<file path="config.mk">
export PLATFORM = sky130hd
export DESIGN_NAME = piso_nibble_sequencer
export DESIGN_NICKNAME = d
export VERILOG_FILES = /design/src/rtl/piso_nibble_sequencer.sv
export SDC_FILE = /design/constraint.sdc
export NUM_CORES = 1
export LEC_CHECK = 0
export BUFFER_PORTS_ARGS = -buffer_cell sky130_fd_sc_hd__buf_2
export CORE_ASPECT_RATIO = 0.6
export CORE_UTILIZATION = 55
export DETAILED_ROUTE_END_ITERATION = 10
export PLACE_DENSITY_LB_ADDON = 0.15
export SLEW_MARGIN = 30
export SYNTH_ARGS = -nofsm -noshare
export SYNTH_HDL_FRONTEND = slang
export SYNTH_SLANG_ARGS = --single-unit
export TNS_END_PERCENT = 100
</file>
<file path="constraint.sdc">
create_clock -name clock -period 2.15 [get_ports clock]
set_clock_uncertainty 0.15 [all_clocks]
set_input_delay 0.1075 -clock clock [delete_from_list [all_inputs] [get_ports clock]]
set_output_delay 0.1075 -clock clock [all_outputs]
set_load 0.005 [all_outputs]
</file>
<file path="src/rtl/piso_nibble_sequencer.sv">
// piso_nibble_sequencer
// Upstream controller for a 4-bit parallel-in/serial-out shift register.
// It accepts sample words over a valid/ready handshake and double-buffers
// them (one word serializing in cur, one waiting in nxt). It then drives the
// register's load/data pins one nibble at a time, MSB nibble first, so the
// register emits a continuous MSB-first bit stream. Frame-sync, bit-valid and
// underrun flags are registered one cycle behind the phase they decode. That
// extra cycle lines them up with the register's serial output.
module piso_nibble_sequencer #(
   parameter int WORD_WIDTH = 16
) (
   input  logic                  clock,
   input  logic                  reset_n,
   input  logic [WORD_WIDTH-1:0] in_word,
   input  logic                  in_valid,
   output logic                  in_ready,
   output logic                  piso_load,
   output logic [3:0]            piso_data,
   output logic                  frame_sync,
   output logic                  bit_valid,
   output logic                  underrun
);

   localparam int NIB = WORD_WIDTH / 4;
   localparam int PW  = $clog2(WORD_WIDTH);
   localparam logic [PW-1:0] PH_LAST = PW'(WORD_WIDTH - 1);

   typedef enum logic {
      IDLE = 1'b0,
      RUN  = 1'b1
   } state_t;

   state_t                state;
   logic [WORD_WIDTH-1:0] cur;
   logic [WORD_WIDTH-1:0] nxt;
   logic                  nxt_v;
   logic [PW-1:0]         ph;
   logic                  active;
   logic                  accept;
   logic [3:0]            cur_nibble;

   assign active   = (state == RUN);
   assign in_ready = ~nxt_v;
   assign accept   = in_valid & ~nxt_v;

   // Pick the nibble of cur for the current 4-cycle slot, MSB nibble first
   always_comb begin
      cur_nibble = 4'h0;
      for (int i = 0; i < NIB; i++) begin
         if ((int'(ph) >> 2) == i) begin
            cur_nibble = cur[WORD_WIDTH-1-4*i -: 4];
         end
      end
   end

   // Drive the shift register: load at each slot start while running, reload zero when idle
   always_comb begin
      piso_load = 1'b1;
      piso_data = 4'h0;
      if (active) begin
         piso_load = (ph[1:0] == 2'b00);
         piso_data = cur_nibble;
      end
   end

   // Sequencer state machine: buffer handshake, frame phase, gapless reload and aligned flags
   always_ff @(posedge clock or negedge reset_n) begin
      if (!reset_n) begin
         state      <= IDLE;
         cur        <= '0;
         nxt        <= '0;
         nxt_v      <= 1'b0;
         ph         <= '0;
         frame_sync <= 1'b0;
         bit_valid  <= 1'b0;
         underrun   <= 1'b0;
      end else begin
         frame_sync <= active && (ph == '0);
         bit_valid  <= active;
         underrun   <= active && (ph == PH_LAST) && !nxt_v;

         if (accept) begin
            nxt   <= in_word;
            nxt_v <= 1'b1;
         end

         case (state)
            IDLE: begin
               if (nxt_v) begin
                  cur   <= nxt;
                  nxt_v <= 1'b0;
                  ph    <= '0;
                  state <= RUN;
               end
            end
            RUN: begin
               if (ph == PH_LAST) begin
                  ph <= '0;
                  if (nxt_v) begin
                     cur   <= nxt;
                     nxt_v <= 1'b0;
                  end else begin
                     state <= IDLE;
                  end
               end else begin
                  ph <= ph + 1'b1;
               end
            end
            default: state <= IDLE;
         endcase
      end
   end

endmodule

</file>
==> summary.txt, run 1 <==
Outcome
  – Status: complete, no violations

Floorplan
  – Die H: 46.5 um
  – Row count: 15
  – Die area: 3540 um^2
  – IO Pins: 28
  – Core Area: 3000 um^2
  – Die W: 76.1 um
  – Initial Util: 60.4%

STA
  – Worst-Margin Slew: 0.502 ns
  – RSZ-0062 raised after global routing: no
  – F_max: approximately 0.5 GHz
  – Worst slew margin: 66.5%
  – Final hold viol count: 0
  – Setup TNS Final: 0 ns
  – Final setup fails: 0
  – Final Critical Period: between 2 and 2.5 ns
  – Period utilization: ~94%
  – Fin Hold WS: 0.183 ns
  – Max Slew Vio Count: 0

Routing
  – Vias: ~1100
  – Routed Antenna Nets: 0
  – WL/cell: approximately 15 um
  – Remaining DRCs: 0
  – DRT iter0 DRCs: 53
  – Wirelength, routed: 3000 um
  – Drt pass-1 iters: 4
  – Vias per cell: 5.19

Power
  – Power density cells: around 1300 nW/um^2
  – P_leak: 1.03 nW
  – Peak supply drop: 0.722 mV

Setup path
  – CP max stage delay: 0.60 ns
  – Crit Path Class: reg -> out
  – Worst setup SP type: flip-flop
  – Critical Path End Type: output pin
  – Crit path DAT: roughly 1.8 ns
  – CP Max Fanout: 9
  – Slowest CP cell: mux4_1
  – Worst EP required: 1.89 ns
  – Worst path cell trace: mux4_1 > and2_1 > buf_2

Global route
  – Global-route wire length before repair: 5060 um
  – Largest net degree at the start of global routing: 42
  – Gr ovfl total: 0
  – Vias in the first global route: 1065
  – Initial antenna violation count: 0
  – Total GRT Usage: 20.6%

Placed design
  – Post-DP HPWL: about 1900 um
  – Placed Cells: around 180
  – RePlAce Congestion: around 0.77
  – Buffers on Ports: 27

Logic synthesis
  – Syn avg cell area: approximately 16 um^2
  – FF+latch count, synth: 41
  – Sequential area share after synthesis: 56.6%
  – Share of the synthesized area in the top cell type: 56.6%
  – Top post-synthesis cells by area: dfrtp_1 57%, mux2_2 14%, mux2_4 8.3%
  – Top cell type by total area after synthesis: dfrtp_1
  – Post-Syn Area: 1810 um^2
  – Ys Warns: 0
  – Distinct cell type count after synthesis: 29
  – Syn nets: 137
  – Synthesized netlist cell count: 116

Finish
  – Share of layout cells above drive strength 1: about 45%
  – Layout area overhead: 24.7%
  – Fin nets: 184
  – Antenna cells: 0
  – Final Non-Filler Cells: 206
  – # fillers: 184
  – Post-layout util: approximately three quarters

Clocking
  – Reg clk slew, reported paths: 0.07 ns
  – Post-CTS Setup Inserts: 0
  – Clk Latency, worst-skew pair: 0.29 ns
  – Clk sinks: around 40
  – H-Tree Depth: 2
  – Root Buffer: clkbuf_8
  – Hold buffer count at cts: 17
  – CTS max path bufs: 2
  – CTS buffer count: 5
  – CTS tree: yes
  – Post_cts resized: 0

Flow run
  – Max-cap viol count: 0

Worst hold path
  – Tightest Hold Check Type: in -> async
==> final timing paths <==
check	to	slack (ns)	start	cells after the start
max in group asynchronous	cur[4]$_DFFE_PN0P_	1.32	reset_n	2
max reg2reg	cur[5]$_DFFE_PN0P_	0.35	ph[0]$_DFFE_PN0P_	5
min in group clock	nxt_v$_DFF_PN0_	0.30	in_valid	4
min	nxt[14]$_DFFE_PN0P_	0.18	reset_n	2
max	piso_data[3]	0.14	ph[2]$_DFFE_PN0P_	3
min reg2reg	cur[12]$_DFFE_PN0P_	0.36	nxt[12]$_DFFE_PN0P_	1
==> routing by layer <==
metal	global-route usage, %	part of all wire (%)
met5	0	0
met3	8.32	4.4
met1	23.6	44
met4	8.08	0.73
met2	36.4	50
==> cells in the mapped netlist <==
cell,number
and2_1,4
nand2_1,5
clkbuf_2,1
buf_12,1
dfrtp_1,41
mux2_2,22
or3_1,1
mux2_4,10
a21oi_1,2
o31ai_1,1
clkbuf_1,1
o21bai_1,1
mux2i_1,1
ha_1,2
and4bb_2,1
inv_1,3
buf_2,1
or4_1,1
mux4_1,4
a21oi_4,1
nand2b_1,1
o21ai_0,3
inv_2,1
nor2b_1,1
buf_6,2
nor3b_1,1
a31oi_1,1
buf_4,1
nand3_4,1
==> power by group <==
part	total (mW)	switching, mW	internal, mW
Combinational	0.995	0.325	0.670
Sequential	1.39	0.258	1.14
Clock	0.622	0.244	0.378
Total	3.01	0.828	2.18
==> final cells by class <==
cell class / count / area [um^2] / share of cell area (%)
tap: 42 / 52.6 / 2.32
clock buffer: 7 / 86.3 / 3.82
multi-input combinational: 64 / 708 / 31.3
sequential: 41 / 1030 / 45.4
inverter: 4 / 15.0 / 0.664
clock inverter: 1 / 30.0 / 1.33
timing repair buffer: 47 / 343 / 15.2
==> cell families after synthesis <==
family	after synthesis	share of synthesized area, %
adder cells (fa/ha/maj)	2	1.38
multiplexers	37	28.3
AND/OR/NAND/NOR	16	5.94
AO/OA/AOI/OAI	9	3.45
flip-flops	41	56.6
buffers and inverters	11	4.35
==> per-stage QoR <==
stage          total power [mW]  instance area [um^2]  worst slack [ns]
2_1_floorplan              2.13                  1810             0.444
3_3_place_gp               2.33                  1970             0.427
3_5_place_dp               2.38                  1970             0.384
4_1_cts                    3.04                  2260             0.127
5_1_grt                    3.21                  2260            0.0737
6_report                   3.01                  2260             0.136
==> flip-flops by register name (all words and copies together) (netlist names) <==
name / count
frame_sync: 1
cur: 16
active: 1
underrun: 1
ph: 4
nxt: 16
bit_valid: 1
nxt_v: 1
==> placed cells by master, fill, tap and decap left out, types with 2 or more instances in the layout <==
| master | n |
|---|---|
| a21oi_1 | 2 |
| and2_1 | 4 |
| buf_2 | 26 |
| buf_4 | 3 |
| clkbuf_8 | 6 |
| dfrtp_1 | 41 |
| dlygate4sd3_1 | 17 |
| ha_1 | 2 |
| inv_1 | 3 |
| mux2_2 | 22 |
| mux2_4 | 10 |
| mux4_1 | 4 |
| nand2_1 | 5 |
| o21ai_0 | 3 |
==> worst max-delay path: cells and delay by family, from the launching register on <==
| kind | cells | cell delay (ns) |
|---|---|---|
| and+or+nand+nor | 1 | 0.17 |
| buffers and inverters | 1 | 0.12 |
| DFF | 1 | 0.58 |
| muxes | 1 | 0.60 |
Note: power is estimated with default switching activity, not from simulation.
==> inputs of run 2 (changes only) <==
ABC_AREA = 1   (was not set)
CORE_UTILIZATION = 56   (was 55)
==> run 2 against run 1 <==
Critical path depth is 3 higher. Synthesized cell count rose by 96%. Clock power shrank 13%. Routed wire length rose by 39%. Non-clock buffer count is the same. Register-to-register slack improved by 0.28 ns. Total power shrank 1.0%.
==> summary.txt, run 2 <==
Floorplan
  – Row count: 16 (+1)
  – Die W: 77.8 um (+2.1%)
  – Core Area: 3260 um^2 (+8.7%)
  – Die area: 3690 um^2 (+4.3%)
  – IO Pins: 28 (unchanged)
  – Initial Util: 59.1% (-1.3 points)
  – Die H: 47.5 um (+2.1%)

Setup path
  – Crit Path Class: reg -> out
  – Crit path DAT: 1.53 ns (-0.23 ns)
  – Worst EP required: 1.89 ns (about the same)
  – CP Max Fanout: 8 (-1)
  – Worst path cell trace: inv_1 > nor2_1 > nand2_1 > nand3_1 > nor2_1 > buf_2
  – Worst setup SP type: flip-flop
  – Critical Path End Type: output pin
  – Slowest CP cell: dfrtp_1
  – CP max stage delay: 0.54 ns (-0.06 ns)
  – Most frequent cell on the critical path: nor2_1

STA
  – Max Slew Vio Count: 0 (unchanged)
  – Final hold viol count: 0 (unchanged)
  – Final Critical Period: 1.79 ns (-0.228 ns)
  – Setup TNS Final: 0 ns (unchanged)
  – Final setup fails: 0 (unchanged)
  – Worst-Margin Slew: 0.469 ns (-0.0329 ns)
  – F_max: 0.560 GHz (+13%)
  – RSZ-0062 raised after global routing: no
  – Worst slew margin: 68.7% (+2.2 points)
  – Period utilization: 83.1% (-11 points)

Clocking
  – Root Buffer: clkbuf_8
  – CTS max path bufs: 2 (unchanged)
  – CTS buffer count: 5 (unchanged)
  – Reg clk slew, reported paths: 0.07 ns (about the same)
  – H-Tree Depth: 2 (unchanged)
  – CTS tree: yes
  – Post-CTS Setup Inserts: 0 (unchanged)
  – Clk Latency, worst-skew pair: 0.29 ns (about the same)
  – Clk sinks: 41 (unchanged)

Routing
  – Highest metal used: met4
  – Met3 wire length: 234 um (+79%)
  – Vias per cell: 5.06 (-2.6%)
  – Met2 WL: 1760 um (+17%)
  – Vias: 1584 (+48%)
  – M1 WL: 2140 um (+61%)
  – Drt pass-1 iters: 4 (unchanged)
  – Remaining DRCs: 0 (unchanged)
  – DRT iter0 DRCs: 88 (+66%)
  – WL/cell: 13.4 um (-8.3%)
  – Wirelength, routed: 4180 um (+39%)
  – Routed Antenna Nets: 0 (unchanged)

Logic synthesis
  – Dominant synthesized flop cell: dfrtp_1
  – FF+latch count, synth: 41 (unchanged)
  – Distinct cell type count after synthesis: 19 (-34%)
  – Post-Syn Area: 1930 um^2 (+6.3%)
  – Post-synth ARST share: 100% (unchanged)
  – Syn nets: 248 (+81%)
  – Syn avg cell area: 8.49 um^2 (-46%)
  – Number of flops mapped to enable cells by yosys: 0 (unchanged)
  – Count leader, synth: nand2_1
  – Synth top cells by count: 86 x nand2_1, 41 x dfrtp_1, 25 x nand3_1
  – Ys Warns: 0 (unchanged)
  – Sequential area share after synthesis: 53.2% (-3.4 points)
  – Synthesized netlist cell count: 227 (+96%)
  – Share of the synthesized area in the top cell type: 53.2% (-3.4 points)
  – Top cell type by total area after synthesis: dfrtp_1
  – Top post-synthesis cells by area: dfrtp_1 53%, nand2_1 17%, nand3_1 6.5%

Placed design
  – Placed Cells: 288 (+59%)
  – Placed Area: 2040 um^2 (+3.4%)
  – Post-DP HPWL: 2730 um (+47%)
  – RePlAce Congestion: 0.767 (-0.16%)
  – Buffers on Ports: 27 (unchanged)

Flow run
  – Max-cap viol count: 0 (unchanged)

Power
  – P_leak: 1.25 nW (+21%)
  – Peak supply drop: 0.719 mV (-0.36%)
  – Pwr Total: 2.98 mW (-1.0%)
  – Power density cells: 1290 nW/um^2 (-3.2%)

Finish
  – Final Cell Area: 2310 um^2 (+2.2%)
  – Regs by FF count: cur: 16 flops, nxt: 16 flops, ph: 4 flops
  – Most frequent cells in the layout: 86 x nand2_1, 41 x dfrtp_1, 27 x buf_2
  – Fin nets: 288 (+57%)
  – Share of layout cells above drive strength 1: 16.4% (-28 points)
  – Final Non-Filler Cells: 313 (+52%)
  – Most common cell after layout, fill and taps aside: nand2_1
  – Antenna cells: 0 (unchanged)
  – Layout area overhead: 19.9%

Global route
  – Global-route wire length before repair: 6400 um (+27%)
  – Vias in the first global route: 1309 (+23%)
  – Gr ovfl total: 0 (unchanged)
  – Largest net degree at the start of global routing: 29 (-31%)
  – Total GRT Usage: 24.8% (+4.2 points)
  – Initial antenna violation count: 0 (unchanged)

Worst hold path
  – Tightest Hold Check Type: in -> async

Outcome
  – Status: complete, no violations
run 2: cell types whose count changed after synthesis, sizes merged, moves of 2 or more:
| cell | before | now |
|---|---|---|
| a21oi | 3 | 1 |
| and2 | 4 | 0 |
| buf | 5 | 14 |
| clkbuf | 2 | 0 |
| inv | 4 | 21 |
| mux2 | 32 | 0 |
| mux4 | 4 | 0 |
| nand2 | 5 | 90 |
| nand3 | 1 | 26 |
| nand4 | 0 | 17 |
| nor2 | 0 | 7 |
| o21ai | 3 | 6 |
run 2: layer usage:
metal,global-route usage [%],vias to the layer above
li1,-,803
met4,11.3,0
met3,7.05,5
met1,37.0,727
met2,33.6,49
met5,0,-
run 2: area by class of cell:
cell class / instances / area [um^2]
repair buffers: 47 / 328
multi-input cells: 151 / 721
well taps: 45 / 56.3
fillers: 260 / 952
inverters: 21 / 78.8
clock buffers: 7 / 96.3
clock inverters: 1 / 5.00
flip-flops and latches: 41 / 1030
run 2: final timing paths:
check                                   start            endpoint  slack, ns  cells after the start
min in group clock                   in_valid  nxt[3]$_DFFE_PN0P_       0.08                      3
hold / removal                        reset_n  cur[9]$_DFFE_PN0P_       0.08                      2
max in group asynchronous             reset_n  nxt[6]$_DFFE_PN0P_       1.12                      3
setup reg to reg            ph[2]$_DFFE_PN0P_  cur[3]$_DFFE_PN0P_       0.63                      5
hold reg to reg            cur[5]$_DFFE_PN0P_  cur[5]$_DFFE_PN0P_       0.32                      2
setup / recovery            ph[2]$_DFFE_PN0P_        piso_data[0]       0.36                      6
run 2: what timing repair did:
action	CTS	global route
endpoints found under the hold margin	57	0
hold buffers	17	0
resized for setup	0	0
run 2: where the power goes:
group	switching (mW)	total, mW	internal, mW
clock network	0.253	0.543	0.290
registers	0.237	1.32	1.09
logic	0.700	1.11	0.414
total	1.19	2.98	1.79
run 2: cells by family (layout without fill, tap and decap cells):
logic type                 Yosys count  count (layout)  synth area share (%)
adders and majority gates            2               2                  1.30
DFF                                 41              41                  53.2
AOI/OAI and AO/OA                    8               8                  2.92
buffers and inverters               35              76                  9.41
and+or+nand+nor                    141             141                  33.2
run 2: critical path, delay by kind of cell, from the launching register on:
kind,cells,cell delay [ns]
buf+inv,2,0.24
flops,1,0.54
simple gates,4,0.46
run 2: through the flow:
stage / setup WS, ns / utilization [%] / hold WS, ns
after floorplan: 0.752 / - / -0.338
after global placement: 0.677 / 62.5 / -0.134
after detailed placement: 0.653 / 62.5 / -0.138
after CTS: 0.345 / 70.8 / 0.0563
after global routing: 0.243 / 70.8 / 0.0908
final: 0.364 / 70.8 / 0.0758
